<file path="src/rtl/uart_tx.sv">
// 8N1 (optionally 8N2) UART transmitter with built-in baud counter and a
// valid/ready byte handshake that allows zero-gap back-to-back frames.
`timescale 1ns/1ps
module uart_tx #(
    parameter int unsigned BAUD_DIV  = 5208,
    parameter int unsigned STOP_BITS = 1
) (
    input  logic       clk,
    input  logic       rst_n,
    input  logic [7:0] tx_data,
    input  logic       tx_valid,
    output logic       tx_ready,
    output logic       rs232_tx,
    output logic       tx_busy,
    output logic       tx_done
);
    localparam int unsigned   CW        = $clog2(BAUD_DIV);
    localparam logic [CW-1:0] CNT_LAST  = CW'(BAUD_DIV - 1);
    localparam logic [2:0]    STOP_LAST = 3'(STOP_BITS - 1);

    typedef enum logic [1:0] {IDLE, START, DATA, STOP} state_e;

    state_e        state_q, state_d;
    logic [CW-1:0] cnt_q, cnt_d;
    logic [2:0]    bit_idx_q, bit_idx_d;
    logic [7:0]    shift_q, shift_d;
    logic          line_q, line_d;
    logic          bit_end, accept;

    always_comb begin
        bit_end   = (cnt_q == CNT_LAST);
        tx_done   = (state_q == STOP) && bit_end && (bit_idx_q == STOP_LAST);
        tx_ready  = (state_q == IDLE) || tx_done;
        tx_busy   = (state_q != IDLE);
        accept    = tx_valid && tx_ready;

        state_d   = state_q;
        cnt_d     = cnt_q;
        bit_idx_d = bit_idx_q;
        shift_d   = shift_q;

        if (state_q != IDLE) begin
            cnt_d = bit_end ? '0 : cnt_q + CW'(1);
        end

        case (state_q)
            START: begin
                if (bit_end) state_d = DATA;
            end
            DATA: begin
                if (bit_end) begin
                    shift_d   = {1'b0, shift_q[7:1]};
                    bit_idx_d = bit_idx_q + 3'd1;
                    if (bit_idx_q == 3'd7) state_d = STOP;
                end
            end
            STOP: begin
                if (bit_end) bit_idx_d = bit_idx_q + 3'd1;
                if (tx_done) begin
                    state_d   = IDLE;
                    bit_idx_d = '0;
                end
            end
            default: ;
        endcase

        // Acceptance in the last stop cycle overrides the return to IDLE.
        if (accept) begin
            state_d   = START;
            shift_d   = tx_data;
            cnt_d     = '0;
            bit_idx_d = '0;
        end

        // The line flop is loaded with the level of the state being entered.
        case (state_d)
            START:   line_d = 1'b0;
            DATA:    line_d = shift_d[0];
            default: line_d = 1'b1;
        endcase
    end

    always_ff @(posedge clk or negedge rst_n) begin
        if (!rst_n) begin
            state_q   <= IDLE;
            cnt_q     <= '0;
            bit_idx_q <= '0;
            shift_q   <= '0;
            line_q    <= 1'b1;
        end else begin
            state_q   <= state_d;
            cnt_q     <= cnt_d;
            bit_idx_q <= bit_idx_d;
            shift_q   <= shift_d;
            line_q    <= line_d;
        end
    end

    assign rs232_tx = line_q;

endmodule

</file>
<file path="config.mk">
export PLATFORM = sky130hd
export DESIGN_NAME = uart_tx
export DESIGN_NICKNAME = d
export VERILOG_FILES = /design/src/rtl/uart_tx.sv
export SDC_FILE = /design/constraint.sdc
export NUM_CORES = 1
export LEC_CHECK = 0
export CORE_MARGIN = 5
export CORE_UTILIZATION = 30
export CTS_CLUSTER_SIZE = 40
export DETAILED_ROUTE_END_ITERATION = 6
export HOLD_SLACK_MARGIN = 0.1
export PLACE_DENSITY = 0.59
export SLEW_MARGIN = 0
export SYNTH_ARGS = -nofsm -noshare
export SYNTH_HDL_FRONTEND = slang
export SYNTH_SLANG_ARGS = --single-unit
</file>
<file path="constraint.sdc">
create_clock -name clk -period 2.41 [get_ports clk]
set_input_delay 0.482 -clock clk [delete_from_list [all_inputs] [get_ports clk]]
set_output_delay 0.482 -clock clk [all_outputs]
set_load 0.005 [all_outputs]
</file>
* After elaboration in Yosys (flattened, before gate mapping)
Index checks and enable logic that the tools add are counted.
** Cells by class
- Add/sub/neg operators :: 2
- Equal/unequal tests :: 7
- Multiplexer cells :: 17
- Reduce and logical (&&, ||, !) cells :: 12
** Operators by type and width (number)
- $mux W13 :: 3
- $mux W8 :: 3
- $add A13 B1 Y13 const B :: 1
- $eq A13 B13 Y1 const B :: 1
- $mux W2 :: 5
- $mux W3 :: 3
- $reduce_bool A2 Y1 :: 4
- $eq A2 B2 Y1 const B :: 3
- $pmux W2 S3 :: 1
- $pmux W3 S2 :: 1
- $eq A2 B1 Y1 const B :: 2
- $add A3 B1 Y3 const B :: 1
- $eq A3 B3 Y1 const B :: 1
- $logic_and A1 B1 Y1 :: 3
- $logic_not A3 Y1 :: 1
- $reduce_bool A3 Y1 :: 1
- $logic_not A2 Y1 :: 1
- $pmux W1 S2 :: 1
- $reduce_and A2 Y1 :: 1
- $logic_or A1 B1 Y1 :: 1
** Storage, ports and cells
- Bits in registers :: 27
- Output and inout bits :: 4

* Depth between registers and ports, before layout
Gate-level depths: netlist of the first run.
- Word-level depth :: 8
- Mapped depth :: 7

* Worst setup path before layout of the first run
OpenSTA, ideal clock, no wires.
- Path kind :: register to register
- Start point :: register cnt_q[0]
- End point :: register shift_q[0]
- Arrival :: 1837 ps
- Data required time :: 2285 ps
- Setup slack :: 448 ps
- Cell stages (with the launch flop) :: 6
- Buffers on the path :: 0
- Cell sequence :: dfrtp_1 -> ha_1 -> nand4bb_4 -> nor4_4 -> mux2_4 -> mux2_2
** Between the ends
- Cells in the longest elaborated chain, start to end :: 6
- Elaborated cells between the ends (all ways) :: 8
- Classes of those cells :: eq/ne (1); mux (3); reduce/logical (4)
** Ends and longest elaborated chain
- start, declared :: RTL line 24 : logic [CW-1:0] cnt_q, cnt_d;
- start signal, assigned :: RTL line 92 : cnt_q <= cnt_d;
- $eq A13 B13 Y1 (*) :: RTL line 31 : bit_end = (cnt_q == CNT_LAST);
- $logic_and A1 B1 Y1 (2 in series) :: RTL line 32 : tx_done = (state_q == STOP) && bit_end && (bit_idx_q == STOP_LAST);
- $logic_or A1 B1 Y1 :: RTL line 33 : tx_ready = (state_q == IDLE) || tx_done;
- $logic_and A1 B1 Y1 :: RTL line 35 : accept = tx_valid && tx_ready;
- $mux W8 (*) :: RTL line 68 : if (accept) begin
- named net shift_d[0] :: RTL line 26 : logic [7:0] shift_q, shift_d;
- end signal, assigned :: RTL line 94 : shift_q <= shift_d;
- end, declared :: RTL line 26
Mark *: on every way through the listed nets, which the timed path passes. The rest lies on a longest branch. The select of a mux whose other input is x is not followed.
A chain may end at the register's enable or synchronous reset.

* Final worst setup path of the first run
- Start point :: register state_q[1]
- End point :: output port tx_busy
** Between the ends
- Cells in the longest elaborated chain, start to end :: 1
** Ends and longest elaborated chain
- start, declared :: RTL line 23 : state_e state_q, state_d;
- start signal, assigned :: RTL line 91 : state_q <= state_d;
- $reduce_bool A2 Y1 :: RTL line 34 : tx_busy = (state_q != IDLE);
- end, declared :: RTL line 14 : output logic tx_busy,
No other way between the ends.

==> impl.org, run 1 <==
** Timing
- Measured against its own limit, the worst slew margin works out to 0.565.
- Setup repair after global routing left no endpoint under its margin.
- Setup violations remaining at the end of the flow were counted as 0.
- On the final layout, the worst hold slack is 0.516 ns.
- Timing would allow up to 464 MHz.
- The final number of hold-violating endpoints was 0.
- For the pin with the worst max-slew slack, the measured transition is about 0.65 ns.
- In the post-route analysis, the smallest setup slack over all paths is about 0.26 ns.
- The clock period could shrink to 2.15 ns.
- In the finished design, the share of the clock period the worst path needs comes to 0.894.
- The count of final max-slew check failures was 0.
- Worst clock skew :: 0.0114 ns

** Drt
- Once detail routing completed, the nets flagged for antenna violations numbered 0.
- The detailed router finished its first iteration with 53 violations.
- Routed Wire Length :: ~3.5 mm
- Overall via count from detail_route :: 1,188
- Via-per-instance ratio :: 4.93
- For this run, design rule violations remaining after detail routing come to 0.
- Drt wl/cell :: 14.4 um
- Total iterations of the first detailed-routing run :: 4

** Die
- Width of the die :: 80.8 um
- The floorplan has 25 rows.
- The floorplan step defined a die boundary enclosing 0.00653 mm^2.
- Floorplan Core Area :: 0.00479 mm^2
- Initial core utilization :: 0.315
- In this run the vertical extent of the chip is between 80 and 90 um.
- Pin placement for this block handled 15 I/O pins.

** Pwr
- Largest vdd supply drop :: 0.189 mV
- Dividing total power by cell area gives a power density of around 390 mW/mm^2.
- Summed over all cells, the static leakage comes to 0.000880 uW.

** CTS
- The clock net in this run drives a total of 27 sinks.
- Clock tree root driver cell :: clkbuf_8
- In this run the deepest clock path goes through 2 buffers.
- TritonCTS built the clock tree.
- For the worst-skew pair, the clock arrives at the later sink with an insertion delay of between 0.2 and 0.3 ns.
- TritonCTS Buffers :: 3
- In this run the number of H-tree levels came out at 1.
- Hold repair after CTS inserted 0 buffers.
- After clock tree synthesis, the clock-pin slew on the worst setup and hold paths is 0.10 ns.

** Global route
- First-pass GRT wire length :: 5.81 mm
- Pin count of the biggest net entering global routing :: 19
- Via count of the first global-routing pass :: 1,241
- The number of antenna violations at the first check in global routing is 0.
- In the global route stage, overall resource usage came out at 0.114.
- Total global routing overflow :: 0

** Yosys
- The share of the Yosys chip area taken by registers is 0.450.
- Unique cell type count in the Yosys netlist :: 37
- Synthesis handed over a netlist of approximately 140 instances.
- Synthesis produced a netlist with a net count of 158.
- In this run the cell area of the synthesized design comes to about 0.0015 mm^2.
- The average instance in the mapped netlist occupies 10.5 um^2.
- Top cells by area, synth :: dfrtp_1 43%, a221o_2 4.5%, and3_1 3.7%
- Synthesis-stage register bit count :: 27
- dfrtp_1 takes more of the synthesized area than any other cell.
- Number of warning messages in the yosys log :: 0
- The share of synthesized area in the top cell type comes to 0.432.

** Worst setup path
- The worst setup path is launched from a register.
- By startpoint and endpoint, the worst setup path is classified as register to output pin.
- Req. time, crit path :: 1.93 ns
- CP Data Arrival Time :: 1.67 ns
- STA classifies the critical path endpoint as an output pin.
- Of all nets on the critical path, the largest fanout is 12.

** Finish
- The repair_antennas step left the layout with diodes totalling 0.
- Fraction of layout cells with a size suffix above 1 :: 0.224
- Final #Nets :: 190
- Compared with the post-synthesis result, the final layout area differs by 27.5%.
- Utilization of the core after routing :: 0.401
- After routing the design area is approximately 0.0019 mm^2.

** Status
- The flow ran to the end, and the final reports show no timing, DRC or antenna violations.

** Placement
- Worst slack at placement :: 0.109 ns
- In this run the tool buffered the top-level ports with 14 buffer cells.
- In this run the cell area measured after placement is around 0.0018 mm^2.
- The wire-length estimate of the detail-placed layout is 2.64 mm.
- Global placer's final weighted congestion :: 0.837

** Worst hold path
- Type of the most critical hold path :: register to register

** Run
- Max-capacitance violation count :: 0
-- timing repair --
action / CTS / global route
pin swaps: 1 / 0
setup endpoints to repair: 2 / 2
setup buffers: 5 / 1
gates resized for setup: 5 / 3
-- metrics by stage --
step | setup TNS [ns] | power, uW | std cells
detailed placement | 0 | 495 | 231
floorplan | 0 | 465 | 143
CTS | -0.0189 | 752 | 240
finish | 0 | 742 | 241
global placement | 0 | 494 | 231
global route | 0 | 778 | 241
-- state kept, by name (all words and copies together), names as in the netlist --
register	cells
shift_q	8
bit_idx_q	3
rs232_tx	1
cnt_q	13
state_q	2
-- cell type report --
class                           instances  area [um^2]
Tap cell                               67         83.8
Clock buffer                            4         45.0
Fill cell                             478         2870
Sequential cell                        27          677
Inverter                                7         26.3
Multi-Input combinational cell        106          822
Timing Repair Buffer                   30          265
-- synthesized netlist by cell type, drive strengths merged --
cell     count
nand4bb      3
nand3        7
o31ai        2
clkbuf       1
and4bb       3
a311oi       1
nand2b       2
nor2b        2
and3         9
a221o        6
dfstp        1
mux2         2
nand2       13
a21oi        4
nor2        14
o22ai        1
dfrtp       26
mux2i        2
nand4        5
ha           4
xor2         6
nor3         3
nor4         2
nand3b       3
o32ai        1
nand4b       1
xnor2        4
buf          2
inv          7
o21ai        6
-- cells by family (layout without fill, tap and decap cells) --
family / count (synthesis) / count (layout) / share of synthesized area
flops: 27 / 27 / 0.450
mux: 4 / 4 / 0.0308
fa+ha+maj: 4 / 4 / 0.0333
buf+inv: 10 / 41 / 0.0308
xor+xnor: 10 / 10 / 0.0582
compound gates: 21 / 21 / 0.114
simple gates: 67 / 67 / 0.283
-- placed cells by master, fill, tap and decap left out, types with 2 or more instances in the layout --
cell type / count
ha_1: 3
a21oi_1: 3
nand2_1: 13
xor2_1: 6
nand3b_1: 3
clkdlybuf4s50_1: 12
a221o_2: 6
nand4bb_4: 2
o21ai_1: 2
o21ai_0: 3
clkbuf_8: 3
nand2b_1: 2
and3_1: 9
nor4_4: 2
nor2b_1: 2
xnor2_1: 4
buf_4: 16
nor3_1: 3
nand4_1: 5
nand3_1: 6
dfrtp_1: 26
nor2_1: 14
mux2i_1: 2
and4bb_2: 3
dlymetal6s2s_1: 2
inv_1: 7
o31ai_1: 2
-- layer usage --
| layer | vias to the layer above | routed length, um | GRT usage | share of wire |
|---|---|---|---|---|
| met3 | 4 | 105 | 0.0233 | 0.030 |
| met1 | 583 | 1660 | 0.141 | 0.48 |
| met2 | 20 | 1670 | 0.194 | 0.48 |
| met5 | - | 0 | 0 | 0 |
| li1 | 581 | - | - | - |
| met4 | 0 | 31 | 0.0439 | 0.0089 |
-- worst max-delay path, stage by stage, from the launching register on --
cell and delay [ns]:
dfrtp_1 0.38, buf_4 0.18, nor2_1 0.07, inv_1 0.20
clkdlybuf4s50_1 0.56
-- path summary, 6_finish.rpt --
kind / slack, ns / end / from / cells after the start
hold reg to reg: 0.52 / shift_q[4]$_DFFE_PN0P_ / shift_q[4]$_DFFE_PN0P_ / 1
setup reg to reg: 0.41 / shift_q[2]$_DFFE_PN0P_ / cnt_q[3]$_DFFE_PN0P_ / 6
setup / recovery: 0.26 / tx_busy / state_q[1]$_DFF_PN0_ / 4
max in group asynchronous: 1.26 / shift_q[5]$_DFFE_PN0P_ / rst_n / 2
min in group asynchronous: 0.53 / shift_q[1]$_DFFE_PN0P_ / rst_n / 1
hold / removal: 0.52 / shift_q[4]$_DFFE_PN0P_ / shift_q[4]$_DFFE_PN0P_ / 1
-- power by group --
group | leakage [uW] | switching [uW] | internal (uW) | total [uW]
combinational | 0.000514 | 15.0 | 17.2 | 32.1
sequential | 0.000343 | 0 | 453 | 453
clock | 0.0000228 | 139 | 118 | 257
total | 0.000880 | 154 | 588 | 742
Note: power is estimated with default switching activity, not from simulation.
==> run 2: changes to the inputs <==
--- a/config.mk
+++ b/config.mk
@@ -6,11 +6,11 @@
 export NUM_CORES = 1
 export LEC_CHECK = 0
 export CORE_MARGIN = 5
-export CORE_UTILIZATION = 30
+export CORE_UTILIZATION = 56
 export CTS_CLUSTER_SIZE = 40
 export DETAILED_ROUTE_END_ITERATION = 6
 export HOLD_SLACK_MARGIN = 0.1
-export PLACE_DENSITY = 0.59
+export PLACE_DENSITY = 0.91
 export SLEW_MARGIN = 0
 export SYNTH_ARGS = -nofsm -noshare
 export SYNTH_HDL_FRONTEND = slang
==> impl.org, run 2 (synthesis gave the netlist of run 1 again) <==
** CTS
- The clock root buffer master is clkbuf_4 (was clkbuf_8).
- Clock Pin Slew Worst Setup and Hold Paths :: 0.15 ns (was 0.10 ns)
- The largest buffer count on any clock path came to 2 (unchanged).
- The CTS sink count is 27 (unchanged).
- The worst-skew pair later-pin latency came to 0.34 ns (was 0.27 ns).
- The total CTS buffers came to 3 (unchanged).
- Number of hold buffers added after cts :: 0 (unchanged)
- The CTS tree is done (unchanged).
- H-Tree Level Count :: 1 (unchanged)

** Pwr
- Largest vdd supply drop :: 0.330 mV (was 0.189 mV)
- The static leakage came to 0.000852 uW (was 0.000880 uW).
- PwrDens :: 374 mW/mm^2 (was 387 mW/mm^2)

** Die
- I/O pin total :: 15 (unchanged)
- The area of the die is 0.00382 mm^2 (was 0.00653 mm^2).
- The core outline area was 0.00252 mm^2 (was 0.00479 mm^2).
- The floorplan die height was 61.8 um (was 80.8 um).
- The floorplan die width is 61.8 um (was 80.8 um).
- The total number of placement rows was 18 (was 25).
- The starting density of the core came to 0.597 (was 0.315).

** Worst setup path
- Cell-by-cell trace of the critical path :: ha_4, buf_4, nand4bb_4, nor4_4, dlygate4sd2_1 (was buf_4, nor2_1, inv_1, clkdlybuf4s50_1)
- Critical path's slowest cell :: dfrtp_1 (was clkdlybuf4s50_1)
- The critical path endpoint category was an output pin (unchanged).
- The number of cells on the worst reg-to-reg path was 7 (was 6).
- Peak per-stage delay on the critical path :: 0.44 ns (was 0.56 ns)
- Kind of launch point of the worst setup path :: register (unchanged)
- Worst reg-to-reg setup slack :: 0.34 ns (was 0.41 ns)
- The launch instance of the worst register-to-register path is cnt_q[1]$_DFFE_PN0P_ (was cnt_q[3]$_DFFE_PN0P_).
- CP Data Arrival Time :: 1.84 ns (was 1.67 ns)
- The critical path class is register to output pin (unchanged).
- The number of buffer and inverter instances along the worst setup path was 2 (was 3).
- Req. time, crit path :: 1.93 ns (about the same)
- The highest net fanout along the worst path is 3 (was 12).
- The kind of cell with the highest combined delay on the critical path is simple AND/OR/NAND/NOR gates (was buffers and inverters).
- Capture instance of the worst register-to-register path :: shift_q[5]$_DFFE_PN0P_ (was shift_q[2]$_DFFE_PN0P_)

** Drt
- The total routed wirelength is 3.89 mm (was 3.47 mm).
- The number of DRC markers in iteration 0 is 87 (was 53).
- Drt wl/cell :: 19.0 um (was 14.4 um)
- Total iterations of the first detailed-routing run :: 4 (unchanged)
- Overall via count from detail_route :: 1,323 (was 1,188)
- Via-per-instance ratio :: 6.45 (was 4.93)
- The number of design rule violations left after detail routing is 0 (unchanged).
- Post-route ant nets :: 0 (unchanged)

** Finish
- Most used cells in the layout excluding fill and tap cells :: 25 x dfrtp_1, 17 x buf_4, 14 x nor2_1, 13 x nand2_1, 12 x clkdlybuf4s50_1 (was 26 x dfrtp_1, 16 x buf_4, 14 x nor2_1, 13 x nand2_1, 12 x clkdlybuf4s50_1)
- The count of placed standard cells in the final layout, fillers left out came to 205 (was 241).
- Fraction of layout cells with a size suffix above 1 :: 0.240 (was 0.224)
- Final #Nets :: 191 (was 190)
- Most frequent standard cell in the layout excluding fill and tap cells :: dfrtp_1 (unchanged)
- Layout Area Growth over Synthesis :: 22.9% (was 27.5%)
- Flip-flop count of the largest register after layout :: 13 (unchanged)
- Largest registers in the final layout: cnt_q (13), shift_q (8), bit_idx_q (3) (unchanged).
- The fill cell instance count of the final layout is 166 (was 478).
- Combined flip-flop and latch cell area :: 678 um^2 (was 677 um^2)
- The area of combinational cells with multiple inputs came to 815 um^2 (was 822 um^2).
- The top register by number of flip-flops is cnt_q (unchanged).
- The antenna diode instance count is 0 (unchanged).

** Timing
- The count of final max-slew check failures is 0 (unchanged).
- Worst clock skew :: 0.00115 ns (was 0.0114 ns)
- Setup repair after global routing missed its margin: false (unchanged).
- The number of setup violations in the final report came to 0 (unchanged).
- Relative max-transition margin :: 0.539 (was 0.565)
- The final number of hold-violating endpoints was 0 (unchanged).
- Accumulated negative setup slack :: 0 ns (unchanged)
- The final period utilization was 0.963 (was 0.894).
- Minimum clock period after layout :: 2.32 ns (was 2.15 ns)
- Slew at the pin closest to its max-slew limit :: 0.687 ns (was 0.648 ns)
- F_max :: 431 MHz (was 464 MHz)

** Global route
- The via count of the first global-routing pass was 1,414 (was 1,241).
- The most used routing layer is met2 (unchanged).
- The first-pass GRT wire length came to 6.56 mm (was 5.81 mm).
- The met3 capacity usage during global routing came to 0.0537 (was 0.0233).
- The global-route track usage on met2 is 0.383 (was 0.194).
- Met1 track demand over resource :: 0.277 (was 0.141)
- Pin count of the biggest net entering global routing :: 16 (was 19)
- The number of antenna violations at the first check in global routing was 0 (unchanged).
- The combined global-route utilization of all metal layers came to 0.237 (was 0.114).
- Total global routing overflow :: 0 (unchanged)

** Placement
- Count of port buffers added during placement :: 14 (unchanged)
- The routability-driven placement congestion ratio is 0.918 (was 0.837).
- Final HPWL from detailed placement :: 2.64 mm (about the same)
- Number of placed cells counting well taps :: 194 (was 231)

** Run
- The max-cap check violation count came to 0 (unchanged).

** Worst hold path
- Type of the most critical hold path :: primary input to async pin (was register to register)

** Status
- Status: completed (unchanged).
run 2: metrics by stage:
step	util	hold WS (ns)	instance area [um^2]	power (uW)	setup slack (ns)
6_report	0.733	0.496	1850	691	0.0880
5_1_grt	0.733	0.537	1850	712	0.0129
4_1_cts	0.733	0.513	1850	689	0.132
3_3_place_gp	0.689	0.495	1740	493	0.174
2_1_floorplan	-	0.186	1510	465	0.448
3_5_place_dp	0.689	0.510	1740	494	0.117
run 2: what timing repair did:
item	4_1_cts	5_1_grt
resized for setup	8	0
setup endpoints to repair	2	0
buffers inserted	7	0
run 2: worst max path at each step:
stage / start / endpoint / slack (ns) / cells past startpoint
global route: cnt_q[1]$_DFFE_PN0P_ / tx_done / 0.01 / 5
floorplan: cnt_q[0]$_DFFE_PN0P_ / shift_q[0]$_DFF_PN0_ / 0.45 / 5
finish: cnt_q[1]$_DFFE_PN0P_ / tx_done / 0.09 / 5
CTS: cnt_q[1]$_DFFE_PN0P_ / tx_done / 0.13 / 5
global placement: cnt_q[0]$_DFFE_PN0P_ / tx_done / 0.17 / 4
detailed placement: cnt_q[0]$_DFFE_PN0P_ / tx_done / 0.12 / 4
run 2: power breakdown:
group	internal, uW	leakage [uW]	switching, uW
registers	453	0.000343	0
clock network	62.6	0.0000177	143
logic	17.2	0.000492	15.0
total	533	0.000852	158
run 2: final cells by class:
| type | count | area share |
|---|---|---|
| clock buffers | 3 | 0.0122 |
| multi-input cells | 106 | 0.440 |
| well taps | 30 | 0.0203 |
| clock inverters | 1 | 0.00271 |
| flip-flops and latches | 27 | 0.367 |
| inverters | 7 | 0.0142 |
| repair buffers | 31 | 0.143 |
run 2: metal layers:
metal / wire length (um) / part of all wire / vias up
met4: 155 / 0.040 / 0
li1: - / - / 588
met5: 0 / 0 / -
met3: 297 / 0.076 / 21
met1: 1500 / 0.39 / 642
met2: 1940 / 0.50 / 72
run 2: worst register-to-register path, delay by kind of cell (launching register included):
| kind | cells | cell delay [ns] |
|---|---|---|
| simple gates | 2 | 0.56 |
| flops | 1 | 0.44 |
| compound gates | 2 | 0.44 |
| fa+ha+maj | 1 | 0.17 |
| buf+inv | 2 | 0.36 |
==> run 3: changes to the inputs <==
--- a/config.mk
+++ b/config.mk
@@ -6,11 +6,12 @@
 export NUM_CORES = 1
 export LEC_CHECK = 0
 export CORE_MARGIN = 5
-export CORE_UTILIZATION = 56
+export CORE_UTILIZATION = 58
+export CTS_BUF_LIST = sky130_fd_sc_hd__clkbuf_8
 export CTS_CLUSTER_SIZE = 40
 export DETAILED_ROUTE_END_ITERATION = 6
 export HOLD_SLACK_MARGIN = 0.1
-export PLACE_DENSITY = 0.91
+export PLACE_DENSITY = 0.93
 export SLEW_MARGIN = 0
 export SYNTH_ARGS = -nofsm -noshare
 export SYNTH_HDL_FRONTEND = slang
==> impl.org, run 3 (synthesis gave the netlist of run 1 again) <==
** Finish
- The fill cell instance count of the final layout came to 155 (was 166).
- The top register by number of flip-flops is cnt_q (unchanged).
- The number of nets in the finished design was 186 (was 191).
- The antenna diode instance count came to 0 (unchanged).
- Layout Area Growth over Synthesis :: 22.5% (was 22.9%)
- Utilization of the core after routing :: 0.744 (was 0.733)
- The most common cell after layout, fill and taps aside was dfrtp_1 (unchanged).
- The share of cells above drive strength 1 is 0.212 (was 0.240).
- Largest registers in the final layout: cnt_q (13), shift_q (8), bit_idx_q (3) (unchanged).
- Most used cells in the layout excluding fill and tap cells :: 25 x dfrtp_1, 14 x nor2_1, 13 x nand2_1, 12 x clkdlybuf4s50_1, 12 x buf_4 (was 25 x dfrtp_1, 17 x buf_4, 14 x nor2_1, 13 x nand2_1, 12 x clkdlybuf4s50_1)
- The flip-flop count of the largest register after layout came to 13 (unchanged).

** Pwr
- Leakage component of the power :: 0.000865 uW (was 0.000852 uW)
- Largest vdd supply drop :: 0.352 mV (was 0.330 mV)
- The power density relative to cell area is 399 mW/mm^2 (was 374 mW/mm^2).

** Global route
- Total global routing overflow :: 0 (unchanged)
- Number of antenna violations at the first check in global routing :: 0 (unchanged)
- The combined global-route utilization of all metal layers is 0.233 (was 0.237).
- Via count of the first global-routing pass :: 1,311 (was 1,414)
- Pin count of the biggest net entering global routing :: 17 (was 16)
- First-pass GRT wire length :: 6.23 mm (was 6.56 mm)

** Worst setup path
- Capturing element type of the critical path :: register (was output pin)
- CP Data Arrival Time :: 2.34 ns (was 1.84 ns)
- The critical path class is register to register (was register to output pin).
- The data required time of the worst path came to 2.58 ns (was 1.93 ns).
- The kind of start point of the critical path is a register (unchanged).
- The number of cells on the worst reg-to-reg path is 5 (was 7).
- The highest net fanout along the worst path was 7 (was 3).

** CTS
- The total CTS buffers was 3 (unchanged).
- The largest buffer count on any clock path is 2 (unchanged).
- The CTS sink count was 27 (unchanged).
- The number of buffers inserted by hold repair at cts was 0 (unchanged).
- The worst-skew pair later-pin latency came to 0.27 ns (was 0.34 ns).
- The CTS tree is done (unchanged).
- The clock root buffer master was clkbuf_8 (was clkbuf_4).
- The H-tree depth reported by CTS is 1 (unchanged).
- The clock slew seen by the registers of the worst setup and hold paths was 0.09 ns (was 0.15 ns).

** Status
- Status: completed (unchanged).

** Timing
- Setup repair after global routing missed its margin: false (unchanged).
- Final period util :: 0.901 (was 0.963)
- The fmax is 461 MHz (was 431 MHz).
- Worst clock skew :: 0.00343 ns (was 0.00115 ns)
- Relative max-transition margin :: 0.426 (was 0.539)
- The minimum hold slack is 0.526 ns (was 0.496 ns).
- Slew at the pin closest to its max-slew limit :: 0.855 ns (was 0.687 ns)
- The time the worst path needs with I/O delays and setup came to 2.17 ns (was 2.32 ns).
- The final number of hold-violating endpoints was 0 (unchanged).
- The count of final max-slew check failures is 0 (unchanged).
- The number of setup violations in the final report came to 0 (unchanged).
- Accumulated negative setup slack :: 0 ns (unchanged)

** Drt
- The mean routed wirelength per cell is 19.1 um (was 19.0 um).
- DRC Markers :: 0 (unchanged)
- Overall via count from detail_route :: 1,271 (was 1,323)
- The highest metal layer with signal wires is met4 (unchanged).
- The average via count per standard cell came to 6.36 (was 6.45).
- Starting DRT DRC Count :: 79 (was 87)
- Total iterations of the first detailed-routing run :: 4 (unchanged)
- Length of routed wiring on met1 :: 1.60 mm (was 1.50 mm)
- Met3 Routed Length :: 156 um (was 297 um)
- The number of nets with antenna violations after routing was 0 (unchanged).
- The met2 layer wire length in the routed design is 1.93 mm (was 1.94 mm).
- The total routed wirelength is 3.82 mm (was 3.89 mm).

** Die
- The number of ports placed on the die boundary came to 15 (unchanged).
- Width of the die :: 60.9 um (was 61.8 um)
- Full die area :: 0.00371 mm^2 (was 0.00382 mm^2)
- Row Count :: 18 (unchanged)
- Vertical extent of the die :: 60.9 um (was 61.8 um)
- Initial core utilization :: 0.608 (was 0.597)
- Floorplan Core Area :: 0.00248 mm^2 (was 0.00252 mm^2)

** Run
- The max-cap check violation count came to 0 (unchanged).

** Worst hold path
- Type of the most critical hold path :: register to register (was primary input to async pin)
- Cells on Worst Hold Path :: 1

** Placement
- Global placer's final weighted congestion :: 0.918 (about the same)
- The count of port buffers added during placement came to 14 (unchanged).
- Final HPWL from detailed placement :: 2.61 mm (was 2.64 mm)
run 3: changes by cell type in the layout (fill, tap and decap cells not counted):
| cell | before | now |
|---|---|---|
| nand3_4 | 0 | 1 |
| clkinv_2 | 1 | 0 |
| clkbuf_4 | 3 | 0 |
| clkbuf_8 | 0 | 3 |
| inv_1 | 7 | 8 |
| nand3_2 | 1 | 0 |
| dlymetal6s2s_1 | 0 | 2 |
| buf_4 | 17 | 12 |
| dlygate4sd2_1 | 2 | 0 |
run 3: what timing repair did:
action                                  in CTS  in global routing
gates cloned                                 0                  0
buffers inserted                             3                  2
resized for setup                            5                  4
endpoints found under the setup margin       2                  2
run 3: where the power goes:
group | total (uW) | switching (uW) | internal [uW]
logic | 32.9 | 15.6 | 17.3
clock network | 251 | 136 | 114
registers | 453 | 0 | 453
total | 736 | 152 | 584
run 3: path summary, 6_finish.rpt:
check	startpoint	end	slack (ns)
setup / recovery	cnt_q[3]$_DFFE_PN0P_	bit_idx_q[0]$_DFFE_PN0P_	0.24
hold / removal	shift_q[3]$_DFFE_PN0P_	shift_q[2]$_DFFE_PN0P_	0.53
setup reg to reg	cnt_q[3]$_DFFE_PN0P_	bit_idx_q[0]$_DFFE_PN0P_	0.24
hold reg to reg	shift_q[3]$_DFFE_PN0P_	shift_q[2]$_DFFE_PN0P_	0.53
max in group asynchronous	rst_n	cnt_q[4]$_DFFE_PN0P_	1.20
min in group asynchronous	rst_n	shift_q[2]$_DFFE_PN0P_	0.57
run 3: layer usage:
layer,track usage,vias to the layer above
met5,0,-
met4,0.105,0
met3,0.0277,15
met2,0.418,48
met1,0.277,632
li1,-,576
run 3: through the flow:
step / setup slack, ns / cells / total power, uW / instance area, um^2
floorplan: 0.448 / 143 / 465 / 1510
global placement: 0.189 / 191 / 493 / 1720
detailed placement: 0.119 / 191 / 494 / 1720
CTS: 0.000573 / 198 / 741 / 1810
global route: 0.109 / 200 / 764 / 1840
finish: 0.239 / 200 / 736 / 1840
run 3: cell type report:
type	instances	area (um^2)	area share
repair buffers	26	235	0.128
well taps	30	37.5	0.0204
inverters	7	26.3	0.0142
clock buffers	3	41.3	0.0224
clock inverters	1	3.75	0.00204
flip-flops and latches	27	678	0.368
multi-input cells	106	822	0.446
run 3: critical path, stage by stage, from the launching register on:
cell	delay [ns]
dfrtp_1	0.45
nand4bb_1	0.30
buf_4	0.21
nor3_1	0.65
a21oi_1	0.17
a311oi_1	0.28
